$ cat src/rtl/writeback_controller_pkg.sv
// Shared constants and types for the register-file writeback path:
// opcode/ALU encodings, special registers, exception codes and the FSM state type.
package writeback_controller_pkg;

    localparam logic [4:0] OP_RTYPE = 5'b00000;
    localparam logic [4:0] OP_ADDI  = 5'b00101;
    localparam logic [4:0] OP_LW    = 5'b01000;
    localparam logic [4:0] OP_JAL   = 5'b00011;
    localparam logic [4:0] OP_SETX  = 5'b10101;

    localparam logic [4:0] ALU_MUL = 5'b00110;
    localparam logic [4:0] ALU_DIV = 5'b00111;

    localparam logic [4:0] RSTATUS_REG = 5'd30;
    localparam logic [4:0] LINK_REG    = 5'd31;

    localparam logic [31:0] MULT_EXC_CODE = 32'd4;
    localparam logic [31:0] DIV_EXC_CODE  = 32'd5;

    // Data source selected by the write decoder for a WB-side write
    localparam logic SEL_WB_DATA  = 1'b0;
    localparam logic SEL_SETX_IMM = 1'b1;

    typedef enum logic [1:0] {
        IDLE    = 2'd0,
        PENDING = 2'd1,
        HOLD    = 2'd2
    } wb_state_t;

    function automatic logic [31:0] exc_code(input logic is_div);
        return is_div ? DIV_EXC_CODE : MULT_EXC_CODE;
    endfunction

endpackage

$ cat src/rtl/writeback_controller_write_register_decoder.sv
// Combinational decode of which register (if any) an instruction writes at WB.
// Mult/div R-types report no write here; their result arrives later from the mult/div unit.
module write_register_decoder
    import writeback_controller_pkg::*;
(
    input  logic [31:0] instruction,
    output logic        we,
    output logic [4:0]  waddr,
    output logic        data_select
);

    logic [4:0] opcode;
    logic [4:0] alu_op;
    logic       unused_bits;

    assign opcode      = instruction[31:27];
    assign alu_op      = instruction[6:2];
    assign unused_bits = ^{instruction[21:7], instruction[1:0]};

    always_comb begin
        we          = 1'b0;
        waddr       = instruction[26:22];
        data_select = SEL_WB_DATA;
        case (opcode)
            OP_RTYPE: we = !((alu_op == ALU_MUL) || (alu_op == ALU_DIV));
            OP_ADDI,
            OP_LW:    we = 1'b1;
            OP_JAL: begin
                we    = 1'b1;
                waddr = LINK_REG;
            end
            OP_SETX: begin
                we          = 1'b1;
                waddr       = RSTATUS_REG;
                data_select = SEL_SETX_IMM;
            end
            default:  we = 1'b0;
        endcase
        // r0 is hardwired to zero, so any write aimed at it is dropped
        if (waddr == 5'd0) begin
            we = 1'b0;
        end
    end

endmodule

$ cat src/rtl/writeback_controller.sv
// Single register-file write port arbiter: in-order WB results take priority,
// mult/div completions are written when the port is free, buffered for at most one entry.
module writeback_controller
    import writeback_controller_pkg::*;
(
    input  logic        clock,
    input  logic        reset,
    input  logic        wb_valid,
    input  logic [31:0] wb_instruction,
    input  logic [31:0] wb_data,
    input  logic        md_issue,
    input  logic [4:0]  md_dest,
    input  logic        md_is_div,
    input  logic        md_done,
    input  logic [31:0] md_result,
    input  logic        md_exception,
    output logic        rf_we,
    output logic [4:0]  rf_waddr,
    output logic [31:0] rf_wdata,
    output logic [31:0] pending_mask,
    output logic        md_busy
);

    wb_state_t   state;
    wb_state_t   next_state;

    logic [4:0]  dest_q;
    logic        is_div_q;
    logic [4:0]  hold_addr;
    logic [31:0] hold_data;

    logic        dec_we;
    logic [4:0]  dec_waddr;
    logic        dec_sel;
    logic        wb_write;
    logic [31:0] wb_value;
    logic [4:0]  md_addr;
    logic [31:0] md_value;

    logic        md_accept;
    logic        md_retire;
    logic        hold_capture;
    logic        next_we;
    logic [4:0]  next_waddr;
    logic [31:0] next_wdata;
    logic [31:0] next_mask;

    write_register_decoder u_decoder (
        .instruction (wb_instruction),
        .we          (dec_we),
        .waddr       (dec_waddr),
        .data_select (dec_sel)
    );

    assign wb_write = wb_valid && dec_we;
    assign wb_value = (dec_sel == SEL_SETX_IMM) ? {5'b0, wb_instruction[26:0]} : wb_data;

    // A faulting mult/div reports into rstatus instead of its own destination
    assign md_addr  = md_exception ? RSTATUS_REG : dest_q;
    assign md_value = md_exception ? exc_code(is_div_q) : md_result;

    always_ff @(posedge clock or negedge reset) begin
        if (!reset) begin
            state <= IDLE;
        end else begin
            state <= next_state;
        end
    end

    always_comb begin
        next_state = state;
        case (state)
            IDLE: begin
                if (md_issue && (md_dest != 5'd0)) begin
                    next_state = PENDING;
                end
            end
            PENDING: begin
                if (md_done) begin
                    next_state = wb_write ? HOLD : IDLE;
                end
            end
            HOLD: begin
                if (!wb_write) begin
                    next_state = IDLE;
                end
            end
            default: next_state = IDLE;
        endcase
    end

    always_comb begin
        md_accept    = 1'b0;
        md_retire    = 1'b0;
        hold_capture = 1'b0;
        next_we      = 1'b0;
        next_waddr   = 5'd0;
        next_wdata   = 32'd0;
        md_busy      = (state != IDLE);
        case (state)
            IDLE: md_accept = md_issue && (md_dest != 5'd0);
            PENDING: begin
                if (md_done && wb_write) begin
                    hold_capture = 1'b1;
                end else if (md_done) begin
                    md_retire  = 1'b1;
                    next_we    = 1'b1;
                    next_waddr = md_addr;
                    next_wdata = md_value;
                end
            end
            HOLD: begin
                if (!wb_write) begin
                    md_retire  = 1'b1;
                    next_we    = 1'b1;
                    next_waddr = hold_addr;
                    next_wdata = hold_data;
                end
            end
            default: md_retire = 1'b0;
        endcase
        if (wb_write) begin
            next_we    = 1'b1;
            next_waddr = dec_waddr;
            next_wdata = wb_value;
        end
        next_mask = pending_mask;
        if (md_accept) begin
            next_mask[md_dest] = 1'b1;
        end
        if (md_retire) begin
            next_mask[dest_q] = 1'b0;
        end
    end

    always_ff @(posedge clock or negedge reset) begin
        if (!reset) begin
            rf_we        <= 1'b0;
            rf_waddr     <= 5'd0;
            rf_wdata     <= 32'd0;
            pending_mask <= 32'd0;
            dest_q       <= 5'd0;
            is_div_q     <= 1'b0;
            hold_addr    <= 5'd0;
            hold_data    <= 32'd0;
        end else begin
            rf_we        <= next_we;
            rf_waddr     <= next_waddr;
            rf_wdata     <= next_wdata;
            pending_mask <= next_mask;
            if (md_accept) begin
                dest_q   <= md_dest;
                is_div_q <= md_is_div;
            end
            if (hold_capture) begin
                hold_addr <= md_addr;
                hold_data <= md_value;
            end
        end
    end

endmodule
$ cat config.mk
export PLATFORM = sky130hd
export DESIGN_NAME = writeback_controller
export DESIGN_NICKNAME = d
export VERILOG_FILES = /design/src/rtl/writeback_controller_pkg.sv /design/src/rtl/writeback_controller_write_register_decoder.sv /design/src/rtl/writeback_controller.sv
export SDC_FILE = /design/constraint.sdc
export NUM_CORES = 1
export LEC_CHECK = 0
export ABC_CLOCK_PERIOD_IN_PS = 3600
export BUFFER_PORTS_ARGS = -buffer_cell sky130_fd_sc_hd__buf_2
export CORE_AREA = 2 2 76 151
export DETAILED_ROUTE_END_ITERATION = 7
export DIE_AREA = 0 0 78 153
export PLACE_DENSITY = 0.78
export SLEW_MARGIN = 20
export SYNTH_ARGS = -nofsm -noshare
export SYNTH_HDL_FRONTEND = slang
export SYNTH_HIERARCHICAL = 1
export SYNTH_SLANG_ARGS = --single-unit
$ cat constraint.sdc
create_clock -name clock -period 3.6 [get_ports clock]
set_input_delay 1.08 -clock clock [delete_from_list [all_inputs] [get_ports clock]]
set_output_delay 1.08 -clock clock [all_outputs]
set_load 0.03 [all_outputs]
Word-level counts from Yosys, hierarchy flattened

Index checks and enable logic that the tools add are counted.

Add/sub/neg operators: 0
Multipliers: 0
Divide/modulo/power cells: 0
Order comparisons: 4
Equal/unequal tests: 11
Shift operators: 0
Mux-type cells: 36
Bitwise operators: 3
Reduce and logical (&&, ||, !) cells: 14

Operators with widths:

| kind                 | number |
|---|---|
| $mux W32             | 7 |
| $pmux W32 S2         | 1 |
| $and A32 B32 Y32     | 1 |
| $not A32 Y32         | 1 |
| $or A32 B32 Y32      | 1 |
| $mux W5              | 4 |
| $pmux W5 S2          | 2 |
| $eq A5 B3 Y1 const B | 3 |
| $lt A5 B6 Y1 const B | 2 |
| $mux W1              | 12 |
| $demux W1 S5         | 2 |
| $ge A5 B1 Y1 const B | 2 |
| $logic_not A5 Y1     | 2 |
| $mux W2              | 4 |
| $ne A2 B2 Y1 const B | 3 |
| $pmux W1 S2          | 3 |
| $pmux W2 S3          | 1 |
| $eq A5 B2 Y1 const B | 1 |
| $eq A5 B4 Y1 const B | 1 |
| $eq A5 B5 Y1 const B | 1 |
| $logic_and A1 B1 Y1  | 5 |
| $reduce_bool A5 Y1   | 1 |
| $reduce_or A4 Y1     | 1 |
| $reduce_and A3 Y1    | 1 |
| other kinds (6)      | 6 |

Bits in registers: 115
Bits in latches: 0
Bits in writable memories: 0
ROM bits: 0
Input port bits: 108
Output and inout port bits: 71
Logic and storage cells: 77
Memories kept: 0

Longest topological paths before layout

Depth in word-level cells: 10
Depth in mapped cells: 11
Gate-level depth less buffers: 8

Modules after synthesis

Netlist, hierarchy kept.

Modules (own cells, without submodules):

| module                 | instances | cells each | area an instance (um^2) | sequential area each (um^2) |
|---|---|---|---|---|
| writeback_controller   | 1         | 491        | 5171.2                  | 2877.8 |
| write_register_decoder | 1         | 23         | 142.6                   | 0.0 |

Worst setup path before layout

No wires, ideal clock.

Kind: input to register
From: input port wb_instruction[23]
To: register pending_mask[29]
Setup time: 138 ps
Arrival: 2566 ps
Required time: 3462 ps
Slack: 897 ps
Cell stages on the path: 8
Path buffers: 1
Path through: or4_1 nor2_1 a21oi_1 nand2_1 nand2_1 nor3_2 buf_2 a31oi_1

Longest elaborated chain between the ends: 8
Elaborated cells between the ends (all ways): 9
Those cells by class: mux: 6; reduce/logical: 3

Ends and longest elaborated chain:

| element               | line                                              | RTL |
|---|---|---|
| from (decl)           | writeback_controller.sv:9                         | `input logic [31:0] wb_instruction,` |
| $pmux W5 S2 *         | writeback_controller_write_register_decoder.sv:24 | `case (opcode)` |
| $logic_not A5 Y1 *    | writeback_controller_write_register_decoder.sv:40 | `if (waddr == 5'd0) begin` |
| $mux W1 *             | writeback_controller_write_register_decoder.sv:40 |  |
| via dec_we            | writeback_controller.sv:32                        | `logic dec_we;` |
| $logic_and A1 B1 Y1 * | writeback_controller.sv:55                        | `assign wb_write = wb_valid && dec_we;` |
| $logic_and A1 B1 Y1   | writeback_controller.sv:103                       | `if (md_done && wb_write) begin` |
| $mux W1               | writeback_controller.sv:103                       |  |
| $pmux W1 S2 *         | writeback_controller.sv:100                       | `case (state)` |
| $mux W32 *            | writeback_controller.sv:131                       | `if (md_retire) begin` |
| via next_mask[29]     | writeback_controller.sv:46                        | `logic [31:0] next_mask;` |
| to (signal assigned)  | writeback_controller.sv:150                       | `pending_mask <= next_mask;` |
| to (decl)             | writeback_controller.sv:20                        | `output logic [31:0] pending_mask,` |

Mark *: on every way through the listed nets, which the timed path passes. The rest lies on a longest branch.
A chain may end at the register's enable or synchronous reset.

Worst setup path in the final report

From: input port wb_instruction[30]
To: register rf_wdata[26]

Longest elaborated chain between the ends: 9
Elaborated cells between the ends (all ways): 17
Those cells by class: eq/ne: 4; mux: 8; reduce/logical: 5

Ends and longest elaborated chain:

| element                                                | line                                                                                                 | RTL |
|---|---|---|
| $eq A5 B5 Y1 (tied with other cells)                   | writeback_controller_write_register_decoder.sv:24                                                    |  |
| $pmux W5 S2 / $reduce_or A4 Y1 (equally long branches) | n/a                                                                                                  |  |
| $logic_not A5 Y1 / $pmux W1 S2 (equally long branches) | writeback_controller_write_register_decoder.sv:40, writeback_controller_write_register_decoder.sv:24 |  |
| $mux W1 *                                              | writeback_controller_write_register_decoder.sv:40                                                    |  |
| via dec_we                                             | writeback_controller.sv:32                                                                           |  |
| $logic_and A1 B1 Y1 *                                  | writeback_controller.sv:55                                                                           |  |
| $logic_and A1 B1 Y1                                    | writeback_controller.sv:103                                                                          |  |
| $mux W32                                               | writeback_controller.sv:103                                                                          |  |
| $pmux W32 S2                                           | writeback_controller.sv:100                                                                          |  |
| $mux W32 *                                             | writeback_controller.sv:122                                                                          | `if (wb_write) begin` |
| via next_wdata[26]                                     | writeback_controller.sv:45                                                                           | `logic [31:0] next_wdata;` |
| to (signal assigned)                                   | writeback_controller.sv:149                                                                          | `rf_wdata <= next_wdata;` |
| to (decl)                                              | writeback_controller.sv:19                                                                           | `output logic [31:0] rf_wdata,` |

Marked as above.

==> qor.yml <==
status: "finished clean"
tightest_slew_ns: 1.01
post_cts_resized: 0
synthTopCellsByCount: "115 x dfrtp_1, 43 x nand2_1, 39 x o21ai_0"
fin_skew_ns: 0.00523
synth.distinct_cells: 38
cts_root_buf: "clkbuf_16"
vias_per_cell: 5.70
clk_latency_ns: 0.40
grt_max_degree: 75
async_flop_share_pct: 100
synth_area_leader_cell: "dfrtp_1"
hpwl_um: 10800
yosysSeqAreaShare_pct: 54.2
start_util_pct: 49.2
fin_setup_tns_ns: 0
drt_iter0_drc: 215
min_period_over_period_pct: 83.6
syn_nets: 626
min_path_type: "reg -> reg"
rsz0062_at_grt: "false"
pin_count: 179
post_cts_buffers: 0
leakage_nw: 3.64
post-synth-top-count-cell: "dfrtp_1"
clk_pin_slew_worst_paths_ns: 0.05
track_usage_pct: 26.1
port_buffers: 178
cts_tree: "yes"
die_area_mm2: 0.0119
synthTopCellsByArea: "dfrtp_1 54%, mux2i_1 5.3%, a31oi_1 4.4%"
vdd_drop_max_uv: 650
area_delta_synth_final_pct: 30.7
vias: 4756
pre_cts_ws_ns: 0.217
yosysTopAreaCellShare_pct: 54.2
antenna_left: 0
drc: 0
synth_area_mm2: 0.00531
fp.dieH_um: 153
nFillCells: 878
wl_um: 15300
grt_pass1_wl_um: 24300
fin_util_pct: 64.2
die_w_um: 78
worst_slack_ns: 0.591
period_minus_slack_ns: 3.01
overflow: 0
wl_per_cell_um: 18.3
nNetsFinal: 795
finalSetupViolations: 0
hold_buffers: 0
ys_warn_count: 6
grt_pass1_vias: 5063
arrival_ns: 3.35
maxCapViolCount: 0
synth_ff_type: "dfrtp_1"
htreeDepth: 4
finalMaxSlewViolations: 0
p_per_area_mw_per_mm2: 780
holdWs_ns: 0.476
max_freq_mhz: 332
startpoint_type: "primary input"
crit_type: "in -> reg"
required_ns: 3.94
critPathMaxFanout: 26
syn_avg_cell_area_um2: 10.3
synth_enable_flop_cells: 0
num_rows: 54
relSlewSlack_pct: 32.8
antenna_found_initial: 0
crit_path_end_kind: "flip-flop"
hold_violations: 0
clk_path_buf_depth: 2
cts_sinks: 115
cts_buffers: 17
gp_congestion: 0.890
drive_above_1_share_pct: 33.1
core_area_mm2: 0.0108
netlist_instances: 514
antenna_cells: 0
drtPass1Iterations: 5
synth-seq-cells: 115
[routing by layer]
layer / share of wire (%) / routed length, µm / GRT usage, %
met3: 6.4 / 984 / 6.02
met5: 0 / 0 / 0
met2: 54 / 8320 / 48.3
met4: 4.6 / 697 / 14.5
met1: 34 / 5270 / 26.0
[registers in the layout (all words and copies together), names as in the netlist]
signal / flops
pending_mask: 32
state: 2
dest_q: 5
hold_addr: 5
rf_waddr: 5
rf_we: 1
rf_wdata: 32
hold_data: 32
is_div_q: 1
[layout by cell type (no fill, tap or decap), types with 7 or more instances in the layout]
cell,synthesis,final
a221o_1,10,10
o22ai_1,25,25
a21oi_1,33,33
buf_2,21,177
nor2_1,26,26
buf_4,3,11
dfrtp_1,115,115
o21ai_0,39,39
and3_1,7,7
a21o_1,25,25
mux2i_1,28,28
a31oi_1,37,37
nand2b_1,35,35
nand2_1,43,43
clkbuf_16,0,17
[power breakdown]
part | switching [mW] | leakage, nW | internal (mW) | total, mW
clock network | 0.560 | 0.318 | 1.29 | 1.85
registers | 0.243 | 1.52 | 1.69 | 1.93
logic | 1.11 | 1.80 | 0.518 | 1.63
[through the flow]
stage,instances,area [µm²],power [mW]
after floorplan,514,5310,3.01
after global placement,804,6280,3.49
after detailed placement,804,6280,3.55
after CTS,835,6940,5.43
after global routing,835,6940,5.68
final,835,6940,5.42
[logic make-up (layout without fill, tap and decap cells)]
| group | Yosys count | in the layout | share of synthesized area (%) |
|---|---|---|---|
| muxes | 31 | 31 | 5.98 |
| DFF | 115 | 115 | 54.2 |
| buffers and inverters | 45 | 226 | 3.89 |
| and+or+nand+nor | 140 | 140 | 13.9 |
| adders and majority gates | 4 | 4 | 0.942 |
| AOI/OAI and AO/OA | 179 | 179 | 21.1 |
[worst max-delay path, cell delays in order]
cell	delay [ns]
buf_2	0.11
nor3b_1	0.20
nand3b_1	0.15
a32oi_1	0.32
a21oi_1	0.09
nand2_1	0.10
and3_1	0.83
buf_4	0.33
a21o_1	0.14
[path summary, 6_finish.rpt]
kind / start / endpoint / slack, ns / cells after the start
worst min register to register: hold_data[4]$_DFFE_PN0P_ / rf_wdata[4]$_DFF_PN0_ / 0.48 / 1
worst max register to register: state[1]$_DFFE_PN0P_ / rf_wdata[26]$_DFF_PN0_ / 1.40 / 5
min in group asynchronous: reset / rf_wdata[18]$_DFF_PN0_ / 0.71 / 1
max in group asynchronous: reset / hold_addr[4]$_DFFE_PN0P_ / 2.03 / 2
worst min-delay path: hold_data[4]$_DFFE_PN0P_ / rf_wdata[4]$_DFF_PN0_ / 0.48 / 1
worst max-delay path: wb_instruction[30] / rf_wdata[26]$_DFF_PN0_ / 0.59 / 9
[area by class of cell]
class                      count  area [µm²]  share of cell area (%)
sequential                   115        2880                    41.4
multi-input combinational    354        2240                    32.2
timing repair buffer         188         968                    13.9
clock buffer                  22         484                    6.97
clock inverter                 9         175                    2.52
tap                          140         175                    2.52
inverter                       7        26.3                   0.378
(Power assumes the default switching activity.)
